## src/rtl/pb_timer_array.sv

```systemverilog
// Multi-channel down-counter timer array on the KCPSM6 port bus, shared prescaler, W1C interrupt status.
// Latency: register writes act on the strobe edge; data_out is registered one cycle after port_id.
// Backpressure: none; the port bus is always accepted and data_out is 0 outside the block window.
module pb_timer_array #(
    parameter logic [7:0] BASE_ADDRESS = 8'h20,
    parameter int         NUM_TIMERS   = 4,
    parameter int         WIDTH        = 16
) (
    input  logic       clk,
    input  logic       reset,
    input  logic [7:0] port_id,
    input  logic [7:0] data_in,
    input  logic       write_strobe,
    input  logic       read_strobe,
    output logic [7:0] data_out,
    output logic       interrupt
);
    localparam int NB = WIDTH / 8;
    localparam int SW = (WIDTH > 8) ? WIDTH - 8 : 1;

    typedef logic [WIDTH-1:0] word_t;

    logic [7:0] off;
    logic       hit, wr, rd;
    logic [2:0] win, sub;

    // Offset by subtraction so a non-64-aligned base still decodes one contiguous window.
    assign off = port_id - BASE_ADDRESS;
    assign hit = (off[7:6] == 2'b00);
    assign win = off[5:3];
    assign sub = off[2:0];
    assign wr  = write_strobe & hit;
    assign rd  = read_strobe & hit;

    logic [NUM_TIMERS-1:0] pending, mask, en_q, auto_q;
    logic [NUM_TIMERS-1:0] ctrl_wr, step, expire, w1c;
    word_t                 load_q  [NUM_TIMERS];
    word_t                 count_q [NUM_TIMERS];
    logic [SW-1:0]         snap_q  [NUM_TIMERS];
    logic [7:0]            prescale, psc_cnt;
    logic                  tick;
    logic [7:0]            rd_dat;

    always_comb begin
        tick = (psc_cnt == prescale);
        w1c  = (wr && off == 8'd0) ? data_in[NUM_TIMERS-1:0] : '0;
        for (int n = 0; n < NUM_TIMERS; n++) begin
            ctrl_wr[n] = wr && (win == 3'(n + 1)) && (sub == 3'd4);
            // A stopping CTRL write beats a tick in the same cycle.
            step[n]    = en_q[n] && tick && !(ctrl_wr[n] && !data_in[0]);
            expire[n]  = step[n] && (count_q[n] == '0);
        end
    end

    always_ff @(posedge clk or negedge reset) begin
        if (!reset) begin
            prescale <= '0;
            psc_cnt  <= '0;
            mask     <= '0;
            pending  <= '0;
        end else begin
            if (wr && off == 8'd2) begin
                prescale <= data_in;
                psc_cnt  <= '0;
            end else if (tick) begin
                psc_cnt  <= '0;
            end else begin
                psc_cnt  <= psc_cnt + 8'd1;
            end
            if (wr && off == 8'd1)
                mask <= data_in[NUM_TIMERS-1:0];
            pending <= (pending & ~w1c) | expire;
        end
    end

    always_ff @(posedge clk or negedge reset) begin
        if (!reset) begin
            en_q   <= '0;
            auto_q <= '0;
            for (int n = 0; n < NUM_TIMERS; n++) begin
                load_q[n]  <= '0;
                count_q[n] <= '0;
                snap_q[n]  <= '0;
            end
        end else begin
            for (int n = 0; n < NUM_TIMERS; n++) begin
                if (wr && win == 3'(n + 1)) begin
                    for (int b = 0; b < NB; b++)
                        if (sub == 3'(b))
                            load_q[n][8*b +: 8] <= data_in;
                end
                // Byte 0 is returned live on the same edge, so only the upper bytes are held.
                if (rd && win == 3'(n + 1) && sub == 3'd0)
                    snap_q[n] <= SW'(count_q[n] >> 8);
                if (ctrl_wr[n]) begin
                    auto_q[n] <= data_in[1];
                    if (!data_in[0]) begin
                        en_q[n] <= 1'b0;
                    end else if (!en_q[n]) begin
                        en_q[n]    <= 1'b1;
                        count_q[n] <= load_q[n];
                    end
                end
                if (step[n]) begin
                    if (count_q[n] != '0)
                        count_q[n] <= count_q[n] - word_t'(1);
                    else if (ctrl_wr[n] ? data_in[1] : auto_q[n])
                        count_q[n] <= load_q[n];
                    else
                        en_q[n] <= 1'b0;
                end
            end
        end
    end

    always_comb begin
        rd_dat = '0;
        if (hit) begin
            if (win == 3'd0) begin
                case (sub)
                    3'd0:    rd_dat[NUM_TIMERS-1:0] = pending;
                    3'd1:    rd_dat[NUM_TIMERS-1:0] = mask;
                    3'd2:    rd_dat = prescale;
                    default: rd_dat = '0;
                endcase
            end
            for (int n = 0; n < NUM_TIMERS; n++) begin
                if (win == 3'(n + 1)) begin
                    if (sub == 3'd0) begin
                        rd_dat = count_q[n][7:0];
                    end else if (sub == 3'd4) begin
                        rd_dat = {6'b0, auto_q[n], en_q[n]};
                    end else begin
                        for (int b = 1; b < NB; b++)
                            if (sub == 3'(b))
                                rd_dat = snap_q[n][8*(b-1) +: 8];
                    end
                end
            end
        end
    end

    always_ff @(posedge clk or negedge reset) begin
        if (!reset)
            data_out <= '0;
        else
            data_out <= rd_dat;
    end

    assign interrupt = |(pending & mask);

endmodule

```

## config.mk

```make
export PLATFORM = sky130hd
export DESIGN_NAME = pb_timer_array
export DESIGN_NICKNAME = d
export VERILOG_FILES = /design/src/rtl/pb_timer_array.sv
export SDC_FILE = /design/constraint.sdc
export NUM_CORES = 1
export LEC_CHECK = 0
export ABC_AREA = 1
export BUFFER_PORTS_ARGS = -buffer_cell sky130_fd_sc_hd__buf_2
export CAP_MARGIN = 10
export CORE_ASPECT_RATIO = 1.25
export CORE_MARGIN = 10
export CORE_UTILIZATION = 58
export DETAILED_ROUTE_END_ITERATION = 8
export GPL_ROUTABILITY_DRIVEN = 0
export PLACE_DENSITY_LB_ADDON = 0.2
export SETUP_SLACK_MARGIN = 0.5
export SYNTH_ARGS = -nofsm -noshare
export SYNTH_HDL_FRONTEND = slang
export SYNTH_SLANG_ARGS = --single-unit
```

## constraint.sdc

```tcl
create_clock -name clk -period 2.2 [get_ports clk]
set_clock_uncertainty 0.1 [all_clocks]
set_input_delay 0.11 -clock clk [delete_from_list [all_inputs] [get_ports clk]]
set_output_delay 0.11 -clock clk [all_outputs]
set_load 0.02 [all_outputs]
```

After elaboration in Yosys (flattened, before gate mapping). Index checks and enable logic that the tools add are counted.

Add/sub/neg operators: 6. Equal/unequal tests: 10. Muxes and demuxes: 69. Bitwise operators: 6. Reductions and logical operators: 61.

Operator list (number): $mux 16 (24); $mux 8 (21); $logic_not 16->1 (4); $reduce_bool 16->1 (4); $sub 16x1->16 const B (4); $logic_and 1x1->1 (35); $mux 1 (21); $reduce_and 2->1 (8); $pmux 4 s3 (1); $eq 3x2->1 const B (3); $add 8x1->8 const B (1); $and 4x4->4 (2); $eq 8x1->1 const B (1); $eq 8x2->1 const B (1); $eq 8x8->1 (1); $logic_not 8->1 (1); $mux 4 (2); $sub 8x6->8 const B (1); $eq 3x1->1 const B (2); $eq 3x3->1 const B (2); $logic_not 3->1 (2); $logic_not 1->1 (5); $not 4->4 (1); $or 4x4->4 (1); 3 further kinds (4).

Register bits after elaboration: 200. Logic and storage cells: 175.

Logic depth before layout (Yosys ltp).
Depth after elaboration: 22. Depth in mapped cells: 20. Depth with buffers taken out: 19.

Least setup slack after synthesis. No wires, ideal clock.

Path kind: in2reg. Start point: input port_id[5]. End point: register count_q[10] in the netlist's numbering. Library setup time: 0.137 ns. Arrival time: 1.753 ns. Required time: 1.963 ns. Path slack: 0.210 ns. Stages: 14. Path through: inv_1 ha_1 nand2_1 nor2_4 nand2_4 nor2_4 inv_2 nor2_4 nand3_2 buf_4 a21oi_2 nand2_1 a311oi_1 a21oi_1.

Longest elaborated chain between the ends: 9. Elaborated cells between the ends (all ways): 14.

Ends and longest elaborated chain: start: declaration (RTL line 11) `input logic [7:0] port_id,`; $sub 8x6->8 (*) (RTL line 28) `assign off = port_id - BASE_ADDRESS;`; $logic_not 2->1 (RTL line 29) `assign hit = (off[7:6] == 2'b00);`; $and 1x1->1 (RTL line 32) `assign wr = write_strobe & hit;`; $logic_and 1x1->1 (*) (2 in a row) (RTL line 48) `ctrl_wr[n] = wr && (win == 3'(n + 1)) && (sub == 3'd4);`; $mux 16 (tied with other cells) (RTL line 95) `if (ctrl_wr[n]) begin`; $mux 16 or $logic_not 1->1 (tied branches) (RTL line 107, 50); $mux 16 or $logic_and 1x1->1 (tied branches) (RTL line 105, 50); $mux 16 (*) (RTL line 104) `if (step[n]) begin`; end signal: indexed assignment (RTL line 101) `count_q[n] <= load_q[n];`; end signal: indexed assignment (RTL line 106) `count_q[n] <= count_q[n] - word_t'(1);`; end signal: indexed assignment (RTL line 108) `count_q[n] <= load_q[n];`; end: declaration (RTL line 38) `word_t count_q [NUM_TIMERS];`.

Mark *: on every way between the ends. The rest lies on a longest branch, timed or not. A chain may end at the register's enable or synchronous reset.

Final worst setup path.
Start point: register count_q[2] in the netlist's numbering. End point: register count_q[15] in the netlist's numbering.

Longest elaborated chain between the ends: 3. Elaborated cells between the ends (all ways): 4.

Ends and longest elaborated chain: $sub 16x1->16 or $reduce_bool 16->1 (tied branches) (RTL line 106, 105); $mux 16 (*) (RTL line 105) `if (count_q[n] != '0)`; $mux 16 (*) (RTL line 104).

Marks and branches as above.

==> out/qor.yml <==
status: "complete, no violations"
use_met1: 0.3567
synth_edf_count: 0
yosysWarnings: 0
layout_common_cells: "315 x nand2_1, 197 x dfrtp_1, 183 x o21ai_0"
stdcell_area_sq_mm: 0.01551
cap_viol_max_count: 0
track_usage: 0.2853
port_buffers: 28
grt_use_met3: 0.04749
hp-start: "data_in[1]"
syn_avg_cell_area_sq_um: 7.506
fp.dieArea_sq_mm: 0.02660
hp-class: "in2reg"
syn_nets: 1610
clock_path_buffers: 2
post-place-cells: 1923
finalSetupViolations: 0
rows: 58
startpoint: "count_q[2]"
cts.clk_slew.worst_paths_ns: 0.08
syn_area_sq_mm: 0.01186
leakage_nw: 6.739
start_util: 0.5899
dp_hpwl_mm: 25.10
antenna_left: 0
hold_viol: 0
finalWorstPathRequiredPeriod_ns: 2.141
grt_pass1_vias: 11892
mostFrequentLayoutCell: "nand2_1"
startpoint_type: "flip-flop"
grt.busiest_layer: "met2"
antennaDiodeCount: 0
utilization: 0.7714
cts-htree-levels: 4
drtIter0Drc: 1382
boundaryPins: 29
finalPower_mw: 11.32
met2_usage: 0.4677
dpl-instance-area_sq_mm: 0.01323
tightest_slew_ns: 0.7978
pre_cts_slack_ns: -0.1081
fin_nets: 1753
syn_to_final_growth_pct: 30.76
grt_pass1_wl_mm: 61.51
synth_flop_cell: "dfrtp_1"
holdWs_ns: 0.04502
drt-total-wl_mm: 40.45
worstPathRequired_ns: 2.47
synthArstFlopShare: 1.000
yosysSeqAreaShare: 0.4220
core-area_sq_mm: 0.02010
ir_drop_v: 0.0006080
drive_above_1_share: 0.2921
antenna_found_initial: 0
firstDrtPassIters: 6
die_x_um: 147.9
overflow: 0
drc: 0
viasPerCell: 6.251
r2r_start: "count_q[2]"
cts_root_buffer: "clkbuf_16"
cts_tree: "built"
fmax_mhz: 467.0
critPathKind: "reg2reg"
stdcell_count: 2006
path_max_fanout: 5
via_count: 12539
grt_max_degree: 82
crit_arrival_ns: 2.41
rsz0062_at_grt: "true"
relSlewSlack: 0.4676
cts_buffers: 17
ys_seq_elements: 200
clk-insertion-delay-late_ns: 0.45
p_per_area_mw_per_mm2: 730.1
die-height_um: 179.9
finalCritPeriodShare: 0.9732
synthDistinctLibCells: 56
cp-end-kind: "flip-flop"
wl_per_cell_um: 20.17
fin_ws_ns: 0.05889
syn_inst: 1580
drv_slew: 0
clock_sinks: 200
tns_ns: 0
-- kinds of logic (layout without fill, tap and decap cells) --
group | Yosys count | count (layout) | synth area share
simple gates | 627 | 627 | 0.2292
compound gates | 478 | 478 | 0.2306
buf+inv | 220 | 376 | 0.07396
flops | 200 | 200 | 0.4220
xor+xnor | 42 | 42 | 0.03102
fa+ha+maj | 10 | 10 | 0.01055
mux | 3 | 3 | 0.002638
-- synth_stat cells, drive strengths merged, types with 3 or more instances --
cell / instances / share of area
nand2: 346 / 0.11
o21ai: 258 / 0.11
dfrtp: 200 / 0.42
inv: 151 / 0.048
nor2: 143 / 0.050
a21oi: 96 / 0.042
nand3: 49 / 0.022
o211ai: 38 / 0.024
xor2: 37 / 0.027
clkbuf: 34 / 0.011
buf: 31 / 0.014
a22oi: 30 / 0.019
nor3: 30 / 0.014
or2: 29 / 0.015
a31oi: 21 / 0.011
nand4: 13 / 0.0069
ha: 10 / 0.011
nor4: 8 / 0.0047
o221ai: 6 / 0.0044
a311oi: 5 / 0.0037
o2111ai: 5 / 0.0037
xnor2: 5 / 0.0037
clkinv: 4 / 0.0013
a2bb2oi: 3 / 0.0022
and2: 3 / 0.0016
and3b: 3 / 0.0022
o21a: 3 / 0.0019
o22ai: 3 / 0.0016
o311ai: 3 / 0.0022
-- per-layer routing --
| metal | share of wire | wire length (um) | vias to the layer above |
|---|---|---|---|
| met2 | 0.48 | 19440 | 718 |
| met3 | 0.080 | 3245 | 197 |
| li1 | - | - | 5629 |
| met1 | 0.38 | 15470 | 5995 |
| met5 | 0 | 0 | - |
| met4 | 0.057 | 2296 | 0 |
-- path summary, 6_finish.rpt --
check	to	slack (ns)	cells past startpoint
max	count_q[15]	0.06	10
min reg2reg	psc_cnt[0]	0.39	1
min in group asynchronous	count_q[42]	0.16	2
max in group asynchronous	auto_q[0]	1.10	3
min	auto_q[0]	0.05	3
max reg2reg	count_q[15]	0.06	10
-- registers in the layout, summed over array words and instances (netlist names) --
name      flops
auto_q        4
count_q      64
data_out      8
en_q          4
load_q       64
mask          4
pending       4
prescale      8
psc_cnt       8
snap_q       32
-- worst max-delay path, stage by stage, from the launching register on --
cell     delay (ns)
dfrtp_2        0.46
nor2_1         0.15
nand2_1        0.14
nor3_4         0.22
nand3_4        0.14
nor2_2         0.12
nand2_1        0.09
nor3_1         0.18
xor2_1         0.20
a21oi_1        0.10
a22oi_1        0.16
-- report_power, final --
group | total [mW] | internal [mW] | switching (mW)
clock | 3.19 | 1.66 | 1.54
combinational | 3.37 | 1.34 | 2.03
sequential | 4.76 | 4.20 | 0.562
total | 11.3 | 7.19 | 4.13
-- timing repair --
action                                  4_1_cts  5_1_grt
setup buffers                                22       17
gates resized for setup                     145      165
endpoints found under the setup margin       88      100
hold buffers                                  1        0
pin swaps                                    32       58
hold endpoints to repair                     74        0
cloned                                        5        6
-- final cells by class --
class / count / area [sq um]
timing repair buffer: 188 / 1842
clock inverter: 13 / 135.1
tap: 270 / 337.8
multi-input combinational: 1160 / 7087
inverter: 155 / 631.9
fill: 1365 / 4596
clock buffer: 19 / 452.9
timing repair inverter: 1 / 11.26
sequential: 200 / 5009
Power figures use the tool's default switching activity.
